<file path="config.mk">
export PLATFORM = sky130hd
export DESIGN_NAME = vip_config_responder
export DESIGN_NICKNAME = d
export VERILOG_FILES = /design/src/rtl/vip_cfg_pkg.sv /design/src/rtl/vip_cfg_bank.sv /design/src/rtl/vip_config_responder.sv
export SDC_FILE = /design/constraint.sdc
export NUM_CORES = 1
export LEC_CHECK = 0
export ABC_CLOCK_PERIOD_IN_PS = 10630
export BUFFER_PORTS_ARGS = -buffer_cell sky130_fd_sc_hd__buf_4
export CAP_MARGIN = 10
export CORE_ASPECT_RATIO = 1.5
export CORE_MARGIN = 2
export CORE_UTILIZATION = 47
export DETAILED_ROUTE_END_ITERATION = 6
export PLACE_DENSITY_LB_ADDON = 0.1
export REMOVE_ABC_BUFFERS = 1
export SLEW_MARGIN = 25
export SYNTH_ARGS = -nofsm -noshare
export SYNTH_HDL_FRONTEND = slang
export SYNTH_SLANG_ARGS = --single-unit
</file>
<file path="constraint.sdc">
create_clock -name clk -period 10.63 [get_ports clk]
set_input_delay 0.5315 -clock clk [delete_from_list [all_inputs] [get_ports clk]]
set_output_delay 0.5315 -clock clk [all_outputs]
set_load 0.02 [all_outputs]
</file>
<file path="src/rtl/vip_cfg_pkg.sv">
// ============================================================================
// vip_cfg_pkg: register map, group indices and config structs (VIP_CFG_READBACK_EN aware)
// Rev 1.0
// ============================================================================
`default_nettype none

package vip_cfg_pkg;

   localparam logic [8:0] ADDR_SCL_GO    = 9'h000;
   localparam logic [8:0] ADDR_SCL_W     = 9'h003;
   localparam logic [8:0] ADDR_SCL_H     = 9'h004;
   localparam logic [8:0] ADDR_MIX_GO    = 9'h080;
   localparam logic [8:0] ADDR_MIX_BKG_W = 9'h083;
   localparam logic [8:0] ADDR_MIX_BKG_H = 9'h084;
   localparam logic [8:0] ADDR_MIX_POS_X = 9'h088;
   localparam logic [8:0] ADDR_MIX_POS_Y = 9'h089;
   localparam logic [8:0] ADDR_MIX_EN    = 9'h08A;
   localparam logic [8:0] ADDR_CVO_GO    = 9'h100;
   localparam logic [8:0] ADDR_CVO_BANK  = 9'h104;
   localparam logic [8:0] ADDR_CVO_IL    = 9'h105;
   localparam logic [8:0] ADDR_CVO_HACT  = 9'h106;
   localparam logic [8:0] ADDR_CVO_VACT  = 9'h107;
   localparam logic [8:0] ADDR_CVO_HFP   = 9'h109;
   localparam logic [8:0] ADDR_CVO_HS    = 9'h10A;
   localparam logic [8:0] ADDR_CVO_HBL   = 9'h10B;
   localparam logic [8:0] ADDR_CVO_VFP   = 9'h10C;
   localparam logic [8:0] ADDR_CVO_VS    = 9'h10D;
   localparam logic [8:0] ADDR_CVO_VBL   = 9'h10E;
   localparam logic [8:0] ADDR_CVO_VALID = 9'h11E;

   localparam int SCL = 0;
   localparam int MIX = 1;
   localparam int CVO = 2;

   typedef struct packed {
      logic [11:0] w;
      logic [11:0] h;
   } scl_cfg_t;

   typedef struct packed {
      logic [11:0] bkg_w;
      logic [11:0] bkg_h;
      logic [11:0] pos_x;
      logic [11:0] pos_y;
      logic        en;
   } mix_cfg_t;

   typedef struct packed {
      logic [11:0] hact;
      logic [11:0] vact;
      logic [11:0] hfp;
      logic [11:0] hs;
      logic [11:0] hbl;
      logic [11:0] vfp;
      logic [11:0] vs;
      logic [11:0] vbl;
      logic        interlaced;
   } cvo_cfg_t;

   function automatic logic [31:0] zext12(input logic [11:0] v);
      return {20'b0, v};
   endfunction

endpackage

`default_nettype wire

</file>
<file path="src/rtl/vip_cfg_bank.sv">
// ============================================================================
// vip_cfg_bank: shadow/active register pair with frame-synchronous commit (VIP_CFG_READBACK_EN exposes pending)
// Rev 1.0
// ============================================================================
`default_nettype none

module vip_cfg_bank
   import vip_cfg_pkg::*;
#(
   parameter int             W         = 1,
   parameter logic [W-1:0]   RESET_VAL = '0
) (
   input  logic         clk,
   input  logic         reset,
   input  logic         wr_en,
   input  logic [W-1:0] wr_value,
   input  logic         go,
   input  logic         go_val,
   input  logic         frame_start,
   input  logic         commit_ok,
   output logic [W-1:0] shadow,
   output logic [W-1:0] active,
   output logic         update
`ifdef VIP_CFG_READBACK_EN
   ,
   output logic         pending
`endif
);

   logic [W-1:0] shadow_q, shadow_d;
   logic [W-1:0] active_q, active_d;
   logic         pending_q, pending_d;
   logic         update_q, update_d;
   logic         commit;

   // Commit samples the pre-write shadow, so a same-edge write lands after it.
   always_comb begin
      commit    = frame_start & pending_q & commit_ok;
      shadow_d  = wr_en ? wr_value : shadow_q;
      active_d  = commit ? shadow_q : active_q;
      update_d  = commit;
      pending_d = pending_q;
      if (go) begin
         pending_d = go_val;
      end else if (commit) begin
         pending_d = 1'b0;
      end
   end

   always_ff @(posedge clk or posedge reset) begin
      if (reset) begin
         shadow_q  <= RESET_VAL;
         active_q  <= RESET_VAL;
         pending_q <= 1'b0;
         update_q  <= 1'b0;
      end else begin
         shadow_q  <= shadow_d;
         active_q  <= active_d;
         pending_q <= pending_d;
         update_q  <= update_d;
      end
   end

   assign shadow = shadow_q;
   assign active = active_q;
   assign update = update_q;
`ifdef VIP_CFG_READBACK_EN
   assign pending = pending_q;
`endif

endmodule

`default_nettype wire

</file>
<file path="src/rtl/vip_config_responder.sv">
// ============================================================================
// vip_config_responder: Avalon-MM video-config responder; VIP_CFG_READBACK_EN adds a read port
// Rev 1.0
// ============================================================================
`default_nettype none

module vip_config_responder
   import vip_cfg_pkg::*;
#(
   parameter int WAIT_CYCLES = 2,
   parameter int DEF_WIDTH   = 1280,
   parameter int DEF_HEIGHT  = 720,
   parameter int DEF_HFP     = 110,
   parameter int DEF_HS      = 40,
   parameter int DEF_HBL     = 370,
   parameter int DEF_VFP     = 5,
   parameter int DEF_VS      = 5,
   parameter int DEF_VBL     = 30
) (
   input  logic        clk,
   input  logic        reset,
   input  logic [8:0]  address,
   input  logic        write,
   input  logic [31:0] writedata,
`ifdef VIP_CFG_READBACK_EN
   input  logic        read,
   output logic [31:0] readdata,
   output logic        readdatavalid,
`endif
   output logic        waitrequest,
   input  logic        frame_start,
   output logic [11:0] scl_w,
   output logic [11:0] scl_h,
   output logic [11:0] mix_bkg_w,
   output logic [11:0] mix_bkg_h,
   output logic [11:0] mix_pos_x,
   output logic [11:0] mix_pos_y,
   output logic        mix_en,
   output logic [11:0] cvo_hact,
   output logic [11:0] cvo_vact,
   output logic [11:0] cvo_hfp,
   output logic [11:0] cvo_hs,
   output logic [11:0] cvo_hbl,
   output logic [11:0] cvo_vfp,
   output logic [11:0] cvo_vs,
   output logic [11:0] cvo_vbl,
   output logic        cvo_interlaced,
   output logic [2:0]  cfg_update
);

   localparam int CW = (WAIT_CYCLES > 0) ? $clog2(WAIT_CYCLES + 1) : 1;
   localparam logic [CW-1:0] CNT_LOAD = CW'((WAIT_CYCLES > 0) ? WAIT_CYCLES - 1 : 0);

   localparam scl_cfg_t SCL_RST = '{w: 12'(DEF_WIDTH), h: 12'(DEF_HEIGHT)};
   localparam mix_cfg_t MIX_RST = '{bkg_w: 12'(DEF_WIDTH), bkg_h: 12'(DEF_HEIGHT),
                                    pos_x: 12'd0, pos_y: 12'd0, en: 1'b0};
   localparam cvo_cfg_t CVO_RST = '{hact: 12'(DEF_WIDTH), vact: 12'(DEF_HEIGHT),
                                    hfp: 12'(DEF_HFP), hs: 12'(DEF_HS), hbl: 12'(DEF_HBL),
                                    vfp: 12'(DEF_VFP), vs: 12'(DEF_VS), vbl: 12'(DEF_VBL),
                                    interlaced: 1'b0};

   logic            wait_q, wait_d;
   logic [CW-1:0]   cnt_q, cnt_d;
   logic            wr_accept, rd_accept, accept;
   logic            cvo_valid_q, cvo_valid_d;
   logic [11:0]     wd12;
   logic            unused_wdata;
   scl_cfg_t        scl_sh, scl_new, scl_act;
   mix_cfg_t        mix_sh, mix_new, mix_act;
   cvo_cfg_t        cvo_sh, cvo_new, cvo_act;
   logic [2:0]      hit, go, upd;
   logic [2:0]      pend;

   assign wd12         = writedata[11:0];
   assign unused_wdata = ^writedata[31:12];
   assign wr_accept    = write & ~wait_q;
   assign accept       = wr_accept | rd_accept;

   // Stall counter: waitrequest stays high for WAIT_CYCLES after each accept.
   always_comb begin
      wait_d = 1'b0;
      cnt_d  = cnt_q;
      if (accept && (WAIT_CYCLES > 0)) begin
         wait_d = 1'b1;
         cnt_d  = CNT_LOAD;
      end else if (cnt_q != '0) begin
         wait_d = 1'b1;
         cnt_d  = cnt_q - CW'(1);
      end
   end

   always_comb begin
      scl_new     = scl_sh;
      mix_new     = mix_sh;
      cvo_new     = cvo_sh;
      hit         = 3'b000;
      go          = 3'b000;
      cvo_valid_d = cvo_valid_q;
      case (address)
         ADDR_SCL_GO:    go[SCL] = wr_accept;
         ADDR_SCL_W:     begin scl_new.w = wd12;     hit[SCL] = 1'b1; end
         ADDR_SCL_H:     begin scl_new.h = wd12;     hit[SCL] = 1'b1; end
         ADDR_MIX_GO:    go[MIX] = wr_accept;
         ADDR_MIX_BKG_W: begin mix_new.bkg_w = wd12; hit[MIX] = 1'b1; end
         ADDR_MIX_BKG_H: begin mix_new.bkg_h = wd12; hit[MIX] = 1'b1; end
         ADDR_MIX_POS_X: begin mix_new.pos_x = wd12; hit[MIX] = 1'b1; end
         ADDR_MIX_POS_Y: begin mix_new.pos_y = wd12; hit[MIX] = 1'b1; end
         ADDR_MIX_EN:    begin mix_new.en = writedata[0]; hit[MIX] = 1'b1; end
         ADDR_CVO_GO:    go[CVO] = wr_accept;
         ADDR_CVO_IL:    begin cvo_new.interlaced = writedata[0]; hit[CVO] = 1'b1; end
         ADDR_CVO_HACT:  begin cvo_new.hact = wd12;  hit[CVO] = 1'b1; end
         ADDR_CVO_VACT:  begin cvo_new.vact = wd12;  hit[CVO] = 1'b1; end
         ADDR_CVO_HFP:   begin cvo_new.hfp = wd12;   hit[CVO] = 1'b1; end
         ADDR_CVO_HS:    begin cvo_new.hs = wd12;    hit[CVO] = 1'b1; end
         ADDR_CVO_HBL:   begin cvo_new.hbl = wd12;   hit[CVO] = 1'b1; end
         ADDR_CVO_VFP:   begin cvo_new.vfp = wd12;   hit[CVO] = 1'b1; end
         ADDR_CVO_VS:    begin cvo_new.vs = wd12;    hit[CVO] = 1'b1; end
         ADDR_CVO_VBL:   begin cvo_new.vbl = wd12;   hit[CVO] = 1'b1; end
         ADDR_CVO_VALID: if (wr_accept) cvo_valid_d = writedata[0];
         default: ;
      endcase
   end

   always_ff @(posedge clk or posedge reset) begin
      if (reset) begin
         wait_q      <= 1'b1;
         cnt_q       <= '0;
         cvo_valid_q <= 1'b0;
      end else begin
         wait_q      <= wait_d;
         cnt_q       <= cnt_d;
         cvo_valid_q <= cvo_valid_d;
      end
   end

   vip_cfg_bank #(.W($bits(scl_cfg_t)), .RESET_VAL(SCL_RST)) u_scl_bank (
      .clk(clk), .reset(reset), .wr_en(wr_accept & hit[SCL]), .wr_value(scl_new),
      .go(go[SCL]), .go_val(writedata[0]), .frame_start(frame_start), .commit_ok(1'b1),
      .shadow(scl_sh), .active(scl_act), .update(upd[SCL])
`ifdef VIP_CFG_READBACK_EN
      , .pending(pend[SCL])
`endif
   );

   vip_cfg_bank #(.W($bits(mix_cfg_t)), .RESET_VAL(MIX_RST)) u_mix_bank (
      .clk(clk), .reset(reset), .wr_en(wr_accept & hit[MIX]), .wr_value(mix_new),
      .go(go[MIX]), .go_val(writedata[0]), .frame_start(frame_start), .commit_ok(1'b1),
      .shadow(mix_sh), .active(mix_act), .update(upd[MIX])
`ifdef VIP_CFG_READBACK_EN
      , .pending(pend[MIX])
`endif
   );

   // Timing only goes live once the master has flagged the shadow set valid.
   vip_cfg_bank #(.W($bits(cvo_cfg_t)), .RESET_VAL(CVO_RST)) u_cvo_bank (
      .clk(clk), .reset(reset), .wr_en(wr_accept & hit[CVO]), .wr_value(cvo_new),
      .go(go[CVO]), .go_val(writedata[0]), .frame_start(frame_start), .commit_ok(cvo_valid_q),
      .shadow(cvo_sh), .active(cvo_act), .update(upd[CVO])
`ifdef VIP_CFG_READBACK_EN
      , .pending(pend[CVO])
`endif
   );

`ifdef VIP_CFG_READBACK_EN
   logic [31:0] rmux, rdata_q, rdata_d;
   logic        rvalid_q;

   assign rd_accept = read & ~write & ~wait_q;

   always_comb begin
      rmux = '0;
      case (address)
         ADDR_SCL_GO:    rmux = {31'b0, pend[SCL]};
         ADDR_SCL_W:     rmux = zext12(scl_sh.w);
         ADDR_SCL_H:     rmux = zext12(scl_sh.h);
         ADDR_MIX_GO:    rmux = {31'b0, pend[MIX]};
         ADDR_MIX_BKG_W: rmux = zext12(mix_sh.bkg_w);
         ADDR_MIX_BKG_H: rmux = zext12(mix_sh.bkg_h);
         ADDR_MIX_POS_X: rmux = zext12(mix_sh.pos_x);
         ADDR_MIX_POS_Y: rmux = zext12(mix_sh.pos_y);
         ADDR_MIX_EN:    rmux = {31'b0, mix_sh.en};
         ADDR_CVO_GO:    rmux = {31'b0, pend[CVO]};
         ADDR_CVO_IL:    rmux = {31'b0, cvo_sh.interlaced};
         ADDR_CVO_HACT:  rmux = zext12(cvo_sh.hact);
         ADDR_CVO_VACT:  rmux = zext12(cvo_sh.vact);
         ADDR_CVO_HFP:   rmux = zext12(cvo_sh.hfp);
         ADDR_CVO_HS:    rmux = zext12(cvo_sh.hs);
         ADDR_CVO_HBL:   rmux = zext12(cvo_sh.hbl);
         ADDR_CVO_VFP:   rmux = zext12(cvo_sh.vfp);
         ADDR_CVO_VS:    rmux = zext12(cvo_sh.vs);
         ADDR_CVO_VBL:   rmux = zext12(cvo_sh.vbl);
         ADDR_CVO_VALID: rmux = {31'b0, cvo_valid_q};
         default: ;
      endcase
      rdata_d = rd_accept ? rmux : rdata_q;
   end

   always_ff @(posedge clk or posedge reset) begin
      if (reset) begin
         rdata_q  <= '0;
         rvalid_q <= 1'b0;
      end else begin
         rdata_q  <= rdata_d;
         rvalid_q <= rd_accept;
      end
   end

   assign readdata      = rdata_q;
   assign readdatavalid = rvalid_q;
`else
   assign rd_accept = 1'b0;
   assign pend      = 3'b000;
`endif

   assign waitrequest    = wait_q;
   assign scl_w          = scl_act.w;
   assign scl_h          = scl_act.h;
   assign mix_bkg_w      = mix_act.bkg_w;
   assign mix_bkg_h      = mix_act.bkg_h;
   assign mix_pos_x      = mix_act.pos_x;
   assign mix_pos_y      = mix_act.pos_y;
   assign mix_en         = mix_act.en;
   assign cvo_hact       = cvo_act.hact;
   assign cvo_vact       = cvo_act.vact;
   assign cvo_hfp        = cvo_act.hfp;
   assign cvo_hs         = cvo_act.hs;
   assign cvo_hbl        = cvo_act.hbl;
   assign cvo_vfp        = cvo_act.vfp;
   assign cvo_vs         = cvo_act.vs;
   assign cvo_vbl        = cvo_act.vbl;
   assign cvo_interlaced = cvo_act.interlaced;
   assign cfg_update     = upd;

endmodule

`default_nettype wire

</file>
==> summary.md <==
| Metric | Value |
|---|---|
| Status | `complete, no violations` |
| Placed inst area | `15100 um^2` |
| Postcts setup bufs | `0` |
| Maximum vdd drop | `0.142 mV` |
| DRC viols | `0` |
| Number of flops mapped to enable cells by yosys | `0` |
| GPL Wtd Cong | `0.737` |
| Clk sinks | `350` |
| Largest cells by area after synthesis | `dfrtp_1 51%, mux2_2 29%, dfstp_2 15%` |
| Tcrit/Tclk final | `26.0%` |
| PD cells | `164 nW/um^2` |
| Most common cell in the netlist | `mux2_2` |
| CP cell instances | `nand3_2 > buf_4 > clkinv_2 > mux2_2` |
| Final setup fails | `0` |
| Number of fill cells | `2269` |
| Boundary pin count | `219` |
| Worst R2R Start | `cvo_valid_q` |
| Achievable frequency | `362 MHz` |
| Die Area | `29800 um^2` |
| First-pass GRT wire length | `43.0 mm` |
| Min Tclk post-route | `2760 ps` |
| Layout net count | `1038` |
| Crit start category | `register` |
| Part of the Yosys area used for sequential elements | `66.4%` |
| Hold buffer count at CTS | `0` |
| Vias in the first global route | `7197` |
| Clock Latency Late Sink | `510 ps` |
| Rows | `75` |
| Most used DFF post-synth | `dfrtp_1` |
| CTS Buf Count | `34` |
| Flops & latches, synth | `350` |
| RSZ-0062 raised after global routing | `false` |
| DR vias/cell | `5.27` |
| Bufs and invs on worst path | `2` |
| Final antenna diode count | `0` |
| Total grt overflow | `0` |
| Area delta synth->final | `21.9%` |
| Cell area after synthesis | `13300 um^2` |
| Core ar. | `28000 um^2` |
| Final Skew | `10.0 ps` |
| Setup TNS | `0 ps` |
| Final Hold Violating Endpoints | `0` |
| Final ANT Viol Nets | `0` |
| Rel. slew slack | `40.8%` |
| LEAKAGE | `0.00842 uW` |
| Die height | `210 um` |
| Post-DP HPWL | `17.2 mm` |
| Post-Layout Cell Count | `1363` |
| Placed cells | `1301` |
| Ys Warns | `0` |
| Syn_area_per_cell | `16.7 um^2` |
| Wire per inst | `20.5 um` |
| Clock tree from TritonCTS | `built` |
| Share of cells above drive strength 1 | `67.6%` |
| Via count | `7189` |
| Final wirelength | `27.9 mm` |
| Top cells by count, synth | `344 x mux2_2, 273 x dfrtp_1, 77 x dfstp_2` |
| Netlist cell types | `27` |
| Root Buffer | `clkbuf_16` |
| Die Width | `142 um` |
| CP arrival | `3150 ps` |
| Final Cell Area | `16300 um^2` |
| Crit Path Class | `register to register` |
| Gr usage total | `19.1%` |
| Clock-pin slew on the worst setup and hold paths | `60 ps` |
| CP Max Fanout | `56` |
| Delay-heaviest family, CP | `buffers and inverters` |
| Critical path origin | `cvo_valid_q` |
| Mapped Cells | `800` |
| H-tree Lvls | `2` |
| Largest net degree at the start of global routing | `131` |
| Post-synth ARST share | `100%` |
| Worst slew pin tran | `888 ps` |
| Max Cap Viol | `0` |
| Initial antenna violation count | `0` |
| Post-Route Utilization | `58.1%` |
| WHS | `163 ps` |
| HP Class | `input port to asynchronous set/reset pin` |
| Crit path required time | `11010 ps` |
| CP Capture Type | `register` |
| Starting Density | `47.7%` |
| Max-slew violations | `0` |
| Pre-antenna DRT Iters | `4` |
| Port Buffers | `198` |
| Initial DRC count | `322` |
| Maximum clock path buffer count | `3` |
| Crit path largest cell delay | `910 ps` |
| Post-CTS Resized | `0` |
| Yosys top cell area share | `51.2%` |
| Slowest stage cell on the critical path | `clkinv_2` |
| Synth area leader | `dfrtp_1` |
worst reg2reg max path: cells and delay by family (launching register included):
family                 cells  cell delay, ps
DFF                        1             410
buffers and inverters      2            1570
muxes                      1             590
and+or+nand+nor            1              80
metrics by stage:
| step | total power, uW | setup WS (ps) |
|---|---|---|
| finish | 2670 | 7870 |
| global route | 2780 | 7730 |
| CTS | 2710 | 8060 |
| detailed placement | 1480 | 7510 |
| global placement | 1480 | 7560 |
| floorplan | 1440 | 519 |
per-layer routing:
metal	share of wire [%]	GRT usage (%)	up-vias
met4	1.6	4.86	0
met2	50	30.9	156
met5	0	0	-
met3	5.3	4.57	33
met1	43	26.1	3779
li1	-	-	3221
kinds of logic (layout without fill, tap and decap cells):
logic type,Yosys count,in the layout,share of synthesized area [%]
buffers and inverters,54,271,1.85
and+or+nand+nor,48,48,2.46
adders and majority gates,1,1,0.0938
DFF,350,350,66.4
AOI/OAI and AO/OA,2,2,0.0938
xor gates and xnor gates,1,1,0.0657
muxes,344,344,29.0
layout by cell type (no fill, tap or decap), types with 2 or more instances in the layout:
cell / n
mux2_2: 344
dfstp_2: 77
nand2_1: 3
buf_6: 2
nor2_1: 5
nand2_2: 2
nand3_1: 11
clkbuf_16: 37
bufinv_16: 2
nand4_1: 6
inv_1: 4
clkbuf_1: 10
and4b_1: 2
and4bb_2: 3
nor4b_1: 3
buf_4: 201
clkbuf_8: 5
and4_1: 2
clkinv_2: 7
dfrtp_1: 273
nor2b_1: 4
area by class of cell:
cell class                      instances  area [um^2]  share of cell area, %
Inverter                                6         31.3                  0.192
Tap cell                              346          433                   2.66
Sequential cell                       350         8850                   54.5
Multi-Input combinational cell        396         4250                   26.2
Clock buffer                           52         1030                   6.35
Timing Repair Buffer                  204         1550                   9.55
Clock inverter                          9         98.8                  0.608
flip-flops by register name, summed over array words and instances (netlist names):
name,cells
cvo_valid_q,1
u_scl_bank.update,1
u_cvo_bank.update,1
cnt_q,2
u_cvo_bank.active,97
u_mix_bank.pending_q,1
u_mix_bank.active,49
u_scl_bank.pending_q,1
waitrequest,1
u_mix_bank.shadow,49
u_mix_bank.update,1
u_cvo_bank.shadow,97
u_scl_bank.active,24
u_scl_bank.shadow,24
u_cvo_bank.pending_q,1
path summary, 6_finish.rpt:
kind | end | slack (ps) | depth (start not counted)
worst min-delay path | u_cvo_bank.shadow[30] | 160 | 2
worst max register to register | u_cvo_bank.active[60] | 7870 | 4
min in group clk | cnt_q[0] | 290 | 3
max in group asynchronous | u_cvo_bank.active[80] | 9100 | 4
worst max-delay path | u_cvo_bank.active[60] | 7870 | 4
worst min register to register | u_cvo_bank.active[58] | 500 | 1
report_power, final:
part / switching, uW / internal [uW]
clock network: 490 / 720
registers: 9.79 / 1350
logic: 65.1 / 29.7
Power figures use the tool's default switching activity.
